--- config.mk ---
export PLATFORM = sky130hd
export DESIGN_NAME = tri_feeder
export DESIGN_NICKNAME = d
export VERILOG_FILES = /design/src/rtl/tri_feeder.sv
export SDC_FILE = /design/constraint.sdc
export NUM_CORES = 1
export LEC_CHECK = 0
export ABC_AREA = 1
export CORE_MARGIN = 1
export CORE_UTILIZATION = 40
export DETAILED_ROUTE_END_ITERATION = 8
export PLACE_DENSITY = 0.7
export SLEW_MARGIN = 20
export SYNTH_ARGS = -nofsm -noshare
export SYNTH_HDL_FRONTEND = slang
export SYNTH_SLANG_ARGS = --single-unit
--- constraint.sdc ---
create_clock -name clk_in -period 1.7 [get_ports clk_in]
set_input_delay 0.255 -clock clk_in [delete_from_list [all_inputs] [get_ports clk_in]]
set_output_delay 0.255 -clock clk_in [all_outputs]
set_load 0.005 [all_outputs]
--- src/rtl/tri_feeder.sv ---
// rtl/tri_feeder.sv - walks an indexed mesh once per frame and presents assembled triangles
// Optional feature: define TRI_FEEDER_BACKFACE_CULL_EN to drop clockwise/degenerate triangles.
module tri_feeder #(
  parameter int NUM_TRIS  = 12,
  parameter int NUM_VERTS = 8,
  parameter int TIDX_W    = $clog2(NUM_TRIS),
  parameter int VIDX_W    = $clog2(NUM_VERTS)
) (
  input  logic                clk_in,
  input  logic                rst_in,
  input  logic                new_frame,
  output logic [TIDX_W-1:0]   idx_addr,
  input  logic [3*VIDX_W-1:0] idx_data,
  output logic [VIDX_W-1:0]   vtx_addr,
  input  logic [26:0]         vtx_data,
  output logic [2:0][8:0]     vert1,
  output logic [2:0][8:0]     vert2,
  output logic [2:0][8:0]     vert3,
  output logic                valid_tri,
  input  logic                rast_ready,
  output logic                obj_done,
  output logic                busy,
  output logic                overrun
);

`ifdef TRI_FEEDER_BACKFACE_CULL_EN
  typedef enum logic [2:0] {
    S_IDLE, S_IDX, S_IDX_WAIT, S_VTX, S_VTX_WAIT, S_CULL, S_SEND, S_DONE
  } state_t;
`else
  typedef enum logic [2:0] {
    S_IDLE, S_IDX, S_IDX_WAIT, S_VTX, S_VTX_WAIT, S_SEND, S_DONE
  } state_t;
`endif

  state_t            state, next_state;
  logic [1:0]        sub;       // cycle index within multi-cycle states
  logic [TIDX_W-1:0] tri_cnt;
  logic [VIDX_W-1:0] i2, i3;    // i1 goes straight to vtx_addr when idx_data lands
  logic              last_tri;
  logic              advance;   // moving on to the next triangle of this walk

  assign last_tri = (tri_cnt == TIDX_W'(NUM_TRIS - 1));

`ifdef TRI_FEEDER_BACKFACE_CULL_EN
  logic signed [20:0] dx21, dy31, dy21, dx31, area;
  logic               keep_tri;

  // Signed twice-area of the captured triangle; positive means counter-clockwise
  always_comb begin
    dx21     = 21'($signed({1'b0, vert2[2]}) - $signed({1'b0, vert1[2]}));
    dy31     = 21'($signed({1'b0, vert3[1]}) - $signed({1'b0, vert1[1]}));
    dy21     = 21'($signed({1'b0, vert2[1]}) - $signed({1'b0, vert1[1]}));
    dx31     = 21'($signed({1'b0, vert3[2]}) - $signed({1'b0, vert1[2]}));
    area     = (dx21 * dy31) - (dy21 * dx31);
    keep_tri = (area > 21'sd0);
  end
`endif

  // Walk sequencing: next state and the triangle-advance strobe
  always_comb begin
    next_state = state;
    advance    = 1'b0;
    case (state)
      S_IDLE:     if (new_frame) next_state = S_IDX;
      S_IDX:      next_state = S_IDX_WAIT;
      S_IDX_WAIT: if (sub == 2'd1) next_state = S_VTX;
      S_VTX:      if (sub == 2'd2) next_state = S_VTX_WAIT;
`ifdef TRI_FEEDER_BACKFACE_CULL_EN
      S_VTX_WAIT: if (sub == 2'd1) next_state = S_CULL;
      S_CULL: begin
        if (keep_tri) begin
          next_state = S_SEND;
        end else if (last_tri) begin
          next_state = S_DONE;
        end else begin
          next_state = S_IDX;
          advance    = 1'b1;
        end
      end
`else
      S_VTX_WAIT: if (sub == 2'd1) next_state = S_SEND;
`endif
      S_SEND: begin
        if (valid_tri && rast_ready) begin
          if (last_tri) begin
            next_state = S_DONE;
          end else begin
            next_state = S_IDX;
            advance    = 1'b1;
          end
        end
      end
      S_DONE:     next_state = S_IDLE;
      default:    next_state = S_IDLE;
    endcase
  end

  // State register; sub restarts at 0 on every state change
  always_ff @(posedge clk_in) begin
    if (rst_in) begin
      state <= S_IDLE;
      sub   <= 2'd0;
    end else begin
      state <= next_state;
      sub   <= (next_state != state) ? 2'd0 : sub + 2'd1;
    end
  end

  // Registered outputs, memory addressing and vertex capture
  always_ff @(posedge clk_in) begin
    if (rst_in) begin
      tri_cnt   <= '0;
      idx_addr  <= '0;
      vtx_addr  <= '0;
      i2        <= '0;
      i3        <= '0;
      vert1     <= '0;
      vert2     <= '0;
      vert3     <= '0;
      valid_tri <= 1'b0;
      obj_done  <= 1'b0;
      busy      <= 1'b0;
      overrun   <= 1'b0;
    end else begin
      overrun   <= new_frame && (state != S_IDLE);
      valid_tri <= (next_state == S_SEND);
      obj_done  <= (next_state == S_DONE);
      busy      <= (next_state != S_IDLE) && (next_state != S_DONE);

      if (state == S_IDLE && new_frame) begin
        tri_cnt <= '0;
      end else if (advance) begin
        tri_cnt <= tri_cnt + TIDX_W'(1);
      end

      if (next_state == S_IDX) begin
        idx_addr <= (state == S_IDLE) ? '0 : tri_cnt + TIDX_W'(1);
      end

      case (state)
        S_IDX_WAIT: begin
          if (sub == 2'd1) begin
            vtx_addr <= idx_data[VIDX_W-1:0];
            i2       <= idx_data[2*VIDX_W-1:VIDX_W];
            i3       <= idx_data[3*VIDX_W-1:2*VIDX_W];
          end
        end
        S_VTX: begin
          case (sub)
            2'd0:    vtx_addr <= i2;
            2'd1:    vtx_addr <= i3;
            2'd2:    vert1    <= vtx_data;
            default: ;
          endcase
        end
        S_VTX_WAIT: begin
          if (sub == 2'd0) vert2 <= vtx_data;
          else             vert3 <= vtx_data;
        end
        default: ;
      endcase
    end
  end

endmodule
==> results.py, run 1 <==
metrics = {
    "die": {
        "pin_count": 132,
        "fp.dieArea_um2": 10900,
        "initial_core_util_pct": 40.9,
        "die_x_um": 105,
        "row_count": 37,
        "core-area_um2": 10300,
        "die_y_um": 105,
    },
    "synthesis": {
        "yosysSeqAreaShare_pct": 50.9,
        "synth_area_um2": 4210,
        "syn_inst": 533,
        "ys_seq_elements": 107,
        "ys_warn_count": 0,
        "ys_types": 27,
        "syn_nets": 577,
        "synth.avg_cell_area_um2": 7.89,
    },
    "drt": {
        "detail_route.wl_per_cell_um": 14.3,
        "vias_per_cell": 5.10,
        "drt_iter0_markers": 204,
        "ant_nets": 0,
        "drt_pass1_iterations": 4,
        "drc_errors": 0,
        "vias": 4079,
        "routed_wl_um": 11400,
    },
    "placed_design": {
        "dp_slack_ps": 6.44,
        "gp_congestion": 0.801,
        "place_inst": 784,
        "hpwl_um": 7930,
        "io_buffers": 131,
    },
    "power": {
        "p_clk_share_pct": 32.3,
        "p_leak_nw": 2.02,
        "internal-power_w": 0.00333,
        "seqPwrFrac_pct": 56.0,
        "ir_drop_v": 0.000399,
        "p_switching_w": 0.00126,
        "sw_frac_of_total_pct": 27.4,
        "power_density_nw_per_um2": 787,
        "comb_power_share_pct": 11.8,
    },
    "worst_setup_path": {
        "endpoint": "vert1[24]",
        "cp_max_fo": 2,
        "reg2regPathDepth": 10,
        "critPathKind": "reg2out",
        "worst_setup_path_end_kind": "primary output",
        "r2r-start": "sub[0]",
        "startpoint_type": "flop",
        "cp_top_family": "buffers and inverters",
        "crit_required_ps": 1440,
        "crit_cells": 1,
        "r2r_setup_slack_ps": 160,
        "crit_slowest_cell": "clkdlybuf4s50_1",
        "worstPathArrival_ps": 1290,
        "reg2reg_to": "idx_addr[1]",
        "crit_chain": "clkdlybuf4s50_1",
        "cpPeakStageDelay_ps": 560,
        "startpoint": "vert1[24]",
        "path_buf_inv": 1,
    },
    "clocking": {
        "cts_tree": "yes",
        "h-tree-depth": 3,
        "cts_sinks": 107,
        "ctsHoldBuffers": 0,
        "clockBufferDepth": 2,
        "numCtsBuffers": 9,
        "clock_latency_ps": 380,
        "cts-root-buf": "clkbuf_8",
        "clkTransAtPathRegs_ps": 110,
    },
    "finish": {
        "fillers": 970,
        "num_antenna_cells": 0,
        "regArea_um2": 2140,
        "multiInputGateArea_um2": 1750,
        "syn_to_final_growth_pct": 38.5,
        "fin_cells": 800,
        "layout_common_cells": "clkdlybuf4s50_1 (130), nand2_1 (109), dfxtp_1 (106)",
        "drive_gt1_share_pct": 9.19,
        "layout_commonest_cell": "clkdlybuf4s50_1",
        "nNetsFinal": 703,
    },
    "sta": {
        "maxSlewViolCount": 0,
        "slew_headroom_pct": 73.4,
        "setup_ws_ps": 155,
        "rsz0062_at_grt": "false",
        "layout_worst_path_cycle_share_pct": 90.9,
        "hold_viol": 0,
        "fin_tns_setup_ps": 0,
        "tightestPinTransition_ps": 399,
        "setup_viol": 0,
        "min_period_ps": 1550,
        "fmax_mhz": 647,
        "fin_skew_ps": 12.7,
    },
    "global_routing": {
        "grtUsageMet2_pct": 32.7,
        "grt_use_met3_pct": 3.62,
        "grt_max_degree": 89,
        "use_met1_pct": 28.1,
        "grt_pass1_vias": 3653,
        "busiest_layer": "met2",
        "grt_pass1_wl_um": 18300,
        "gr-total-overflow": 0,
        "antenna_found_initial": 0,
        "grtUsageTotal_pct": 20.9,
    },
    "worst_hold_path": {
        "worstHoldPathType": "in2reg",
        "min-delay-start": "rst_in",
    },
    "status": {
        "outcome": "completed",
    },
    "flow_run": {
        "cap_violations": 0,
    },
}
==> synth_stat cells <==
master	number	area share (%)
a21oi_1	95	11
dfxtp_1	107	51
nand4_1	1	0.15
xor2_1	2	0.42
a21oi_4	1	0.39
nand3b_1	1	0.18
nor2_4	3	0.80
inv_1	24	2.1
buf_6	6	1.6
ha_1	4	1.2
a22oi_1	2	0.36
nand3_1	86	10
inv_2	4	0.36
nand2_2	6	0.89
o211ai_1	1	0.18
nor3_2	1	0.24
o21ai_1	6	0.71
nor2_1	26	2.3
clkbuf_1	14	1.2
o21ai_0	11	1.3
buf_1	1	0.089
buf_2	11	1.3
nand3_2	1	0.24
nand2_4	1	0.27
nand2_1	110	9.8
buf_4	5	0.89
nor2_2	3	0.45
==> flip-flops by register name, indices dropped and copies added, names as in the netlist <==
signal     cells
vert1         27
i2             3
valid_tri      1
i3             3
busy           1
tri_cnt        4
vert3         27
vert2         27
vtx_addr       3
idx_addr       4
obj_done       1
sub            2
overrun        1
state          3
==> repair_timing <==
action,in CTS,in global routing
endpoints found under the setup margin,0,2
gates resized for setup,0,4
buffers inserted,0,0
==> final cells by class <==
cell class,instances,area share (%)
Sequential cell,107,36.8
Inverter,28,1.80
Multi-Input combinational cell,361,30.0
Clock buffer,10,2.19
Clock inverter,6,0.966
Timing Repair Buffer,152,25.3
Tap cell,136,2.92
==> stage by stage <==
step / power [W] / cell area, um^2 / utilization, % / hold slack [ps]
after floorplan: 0.00288 / 4210 / - / 376
after global placement: 0.00315 / 5640 / 54.8 / 428
after detailed placement: 0.00316 / 5640 / 54.8 / 444
after CTS: 0.00465 / 5820 / 56.6 / 314
after global routing: 0.00480 / 5830 / 56.7 / 355
final: 0.00459 / 5830 / 56.7 / 341
==> how the worst min path moves through the flow <==
stage,end,slack (ps),cells after the start
6_report,i3[2],340,4
5_1_grt,i3[1],360,4
4_1_cts,i3[2],310,4
3_5_place_dp,i2[0],440,2
3_3_place_gp,sub[0],430,1
2_1_floorplan,overrun,380,2
==> layer usage <==
metal | vias up | routed length (um) | part of all wire (%)
met5 | - | 0 | 0
met4 | 0 | 278 | 2.4
met3 | 22 | 670 | 5.9
met2 | 148 | 5240 | 46
met1 | 1885 | 5230 | 46
li1 | 2024 | - | -
==> power by group through the flow <==
stage / combinational (W) / sequential (W) / clock (W)
after floorplan: 0.000262 / 0.00262 / 0
after global placement: 0.000529 / 0.00262 / 0
after detailed placement: 0.000534 / 0.00262 / 0
after CTS: 0.000537 / 0.00257 / 0.00154
after global routing: 0.000592 / 0.00257 / 0.00164
final: 0.000540 / 0.00257 / 0.00148
==> logic make-up after synthesis <==
logic type / Yosys count / synth area share [%]
adder cells (fa/ha/maj): 4 / 1.19
XOR/XNOR: 2 / 0.416
flip-flops: 107 / 50.9
AND/OR/NAND/NOR: 239 / 25.6
buffers and inverters: 65 / 7.64
AO/OA/AOI/OAI: 116 / 14.2
Note: power is estimated with default switching activity, not from simulation.
==> inputs of run 2 (changes only) <==
--- a/config.mk
+++ b/config.mk
@@ -6,10 +6,12 @@
 export NUM_CORES = 1
 export LEC_CHECK = 0
 export ABC_AREA = 1
-export CORE_MARGIN = 1
+export CORE_MARGIN = 4
 export CORE_UTILIZATION = 40
 export DETAILED_ROUTE_END_ITERATION = 8
 export PLACE_DENSITY = 0.7
+export REMOVE_ABC_BUFFERS = 1
+export SKIP_CTS_REPAIR_TIMING = 1
 export SLEW_MARGIN = 20
 export SYNTH_ARGS = -nofsm -noshare
 export SYNTH_HDL_FRONTEND = slang
==> run 2 against run 1 <==
Against the previous run:
- flip-flop and latch count stayed put
- design area about the same
- clock power about the same
- setup slack lost 36 ps
- clock-buffer cell count stayed put
- critical endpoint is now busy
- largest cell class unchanged
==> results.py, run 2 (synthesized netlist as in run 1, its figures left out) <==
metrics = {
    "die": {
        "initial_core_util_pct": 40.9,
        "row_count": 37,
        "core-area_um2": 10300,
        "die_y_um": 111,
        "die_x_um": 111,
        "fp.dieArea_um2": 12200,
        "pin_count": 132,
    },
    "clocking": {
        "h-tree-depth": 3,
        "cts-root-buf": "clkbuf_8",
        "numCtsBuffers": 9,
        "clockBufferDepth": 2,
        "clock_latency_ps": 370,
        "cts_sinks": 107,
        "cts_tree": "yes",
        "clkTransAtPathRegs_ps": 100,
    },
    "status": {
        "outcome": "completed",
    },
    "global_routing": {
        "use_met1_pct": 24.6,
        "grt_pass1_wl_um": 19600,
        "grt_pass1_vias": 3970,
        "grt_use_met3_pct": 4.33,
        "gr-total-overflow": 0,
        "grtUsageTotal_pct": 18.9,
        "busiest_layer": "met2",
        "grtUsageMet2_pct": 31.1,
        "antenna_found_initial": 0,
        "grt_max_degree": 89,
    },
    "worst_setup_path": {
        "crit_required_ps": 1960,
        "critPathKind": "reg2reg",
        "worstPathArrival_ps": 1840,
        "worst_setup_path_end_kind": "flop",
        "startpoint_type": "flop",
        "cp_max_fo": 9,
    },
    "power": {
        "p_switching_w": 0.00125,
        "internal-power_w": 0.00336,
        "power_w": 0.00461,
        "ir_drop_v": 0.000367,
        "power_density_nw_per_um2": 790,
        "sw_frac_of_total_pct": 27.1,
        "p_leak_nw": 2.02,
        "seqPwrFrac_pct": 55.7,
        "comb_power_share_pct": 12.0,
        "p_clk_share_pct": 32.3,
    },
    "sta": {
        "tightestPinTransition_ps": 398,
        "hold_viol": 0,
        "fin_skew_ps": 14.1,
        "slew_headroom_pct": 73.4,
        "min_period_ps": 1580,
        "setup_viol": 0,
        "fin_tns_setup_ps": 0,
        "layout_worst_path_cycle_share_pct": 93.0,
        "rsz0062_at_grt": "true",
        "fmax_mhz": 632,
        "maxSlewViolCount": 0,
    },
    "drt": {
        "drc_errors": 0,
        "vias_per_cell": 5.07,
        "routed_wl_um": 11900,
        "vias": 4039,
        "ant_nets": 0,
        "drt_pass1_iterations": 7,
        "detail_route.wl_per_cell_um": 15.0,
        "drt_iter0_markers": 204,
    },
    "worst_hold_path": {
        "worstHoldPathType": "in2reg",
    },
    "finish": {
        "layout_common_cells": "clkdlybuf4s50_1 (130), nand2_1 (109), dfxtp_1 (107)",
        "layout_commonest_cell": "clkdlybuf4s50_1",
        "drive_gt1_share_pct": 8.48,
        "num_antenna_cells": 0,
        "fillers": 952,
        "syn_to_final_growth_pct": 38.6,
        "nNetsFinal": 700,
        "fin_cells": 796,
        "reg.largest.list": "vert1 x27, vert2 x27, vert3 x27",
    },
    "flow_run": {
        "cap_violations": 0,
    },
    "placed_design": {
        "hpwl_um": 8360,
        "io_buffers": 131,
        "place_inst": 781,
        "gp_congestion": 0.832,
    },
}
## run 2: final timing paths
check                               from          end  slack [ps]  depth (start not counted)
worst max-delay path            state[2]         busy         120                          7
worst min register to register     i2[0]        i2[0]         460                          2
worst min-delay path              rst_in  idx_addr[1]         330                          4
worst max register to register  state[2]         busy         120                          7
## run 2: power by group through the flow
| stage | Sequential (W) | Clock [W] | Combinational [W] |
|---|---|---|---|
| floorplan | 0.00262 | 0 | 0.000214 |
| global placement | 0.00262 | 0 | 0.000538 |
| detailed placement | 0.00262 | 0 | 0.000545 |
| CTS | 0.00257 | 0.00151 | 0.000549 |
| global route | 0.00257 | 0.00161 | 0.000603 |
| finish | 0.00257 | 0.00149 | 0.000553 |
## run 2: per-layer routing
metal	vias to the layer above	routed length, um
met1	1882	5460
met5	-	0
met2	134	5480
met4	0	202
li1	2008	-
met3	15	756
## run 2: metrics by stage
step,setup WS [ps],util (%),area [um^2],hold slack (ps)
6_report,118,56.7,5830,331
5_1_grt,-0.239,56.7,5830,320
4_1_cts,122,56.7,5820,314
3_5_place_dp,53.1,54.9,5640,444
3_3_place_gp,71.5,54.9,5640,431
2_1_floorplan,-244,-,3990,324
## run 2: final cells by class
| cell class | count | area [um^2] | area share (%) |
|---|---|---|---|
| flip-flops and latches | 107 | 2140 | 36.7 |
| clock buffers | 10 | 138 | 2.36 |
| multi-input cells | 361 | 1750 | 30.0 |
| clock inverters | 5 | 46.3 | 0.794 |
| inverters | 28 | 105 | 1.80 |
| well taps | 136 | 170 | 2.92 |
| repair buffers | 149 | 1480 | 25.4 |
## run 2: critical path, cell delays in order (launching register included)
cell and delay (ps):
dfxtp_1 570, inv_2 110, nand4_1 140, nand3_1 170, nor2_4 220, nor2_1 80
o21ai_1 130, nand2_1 60
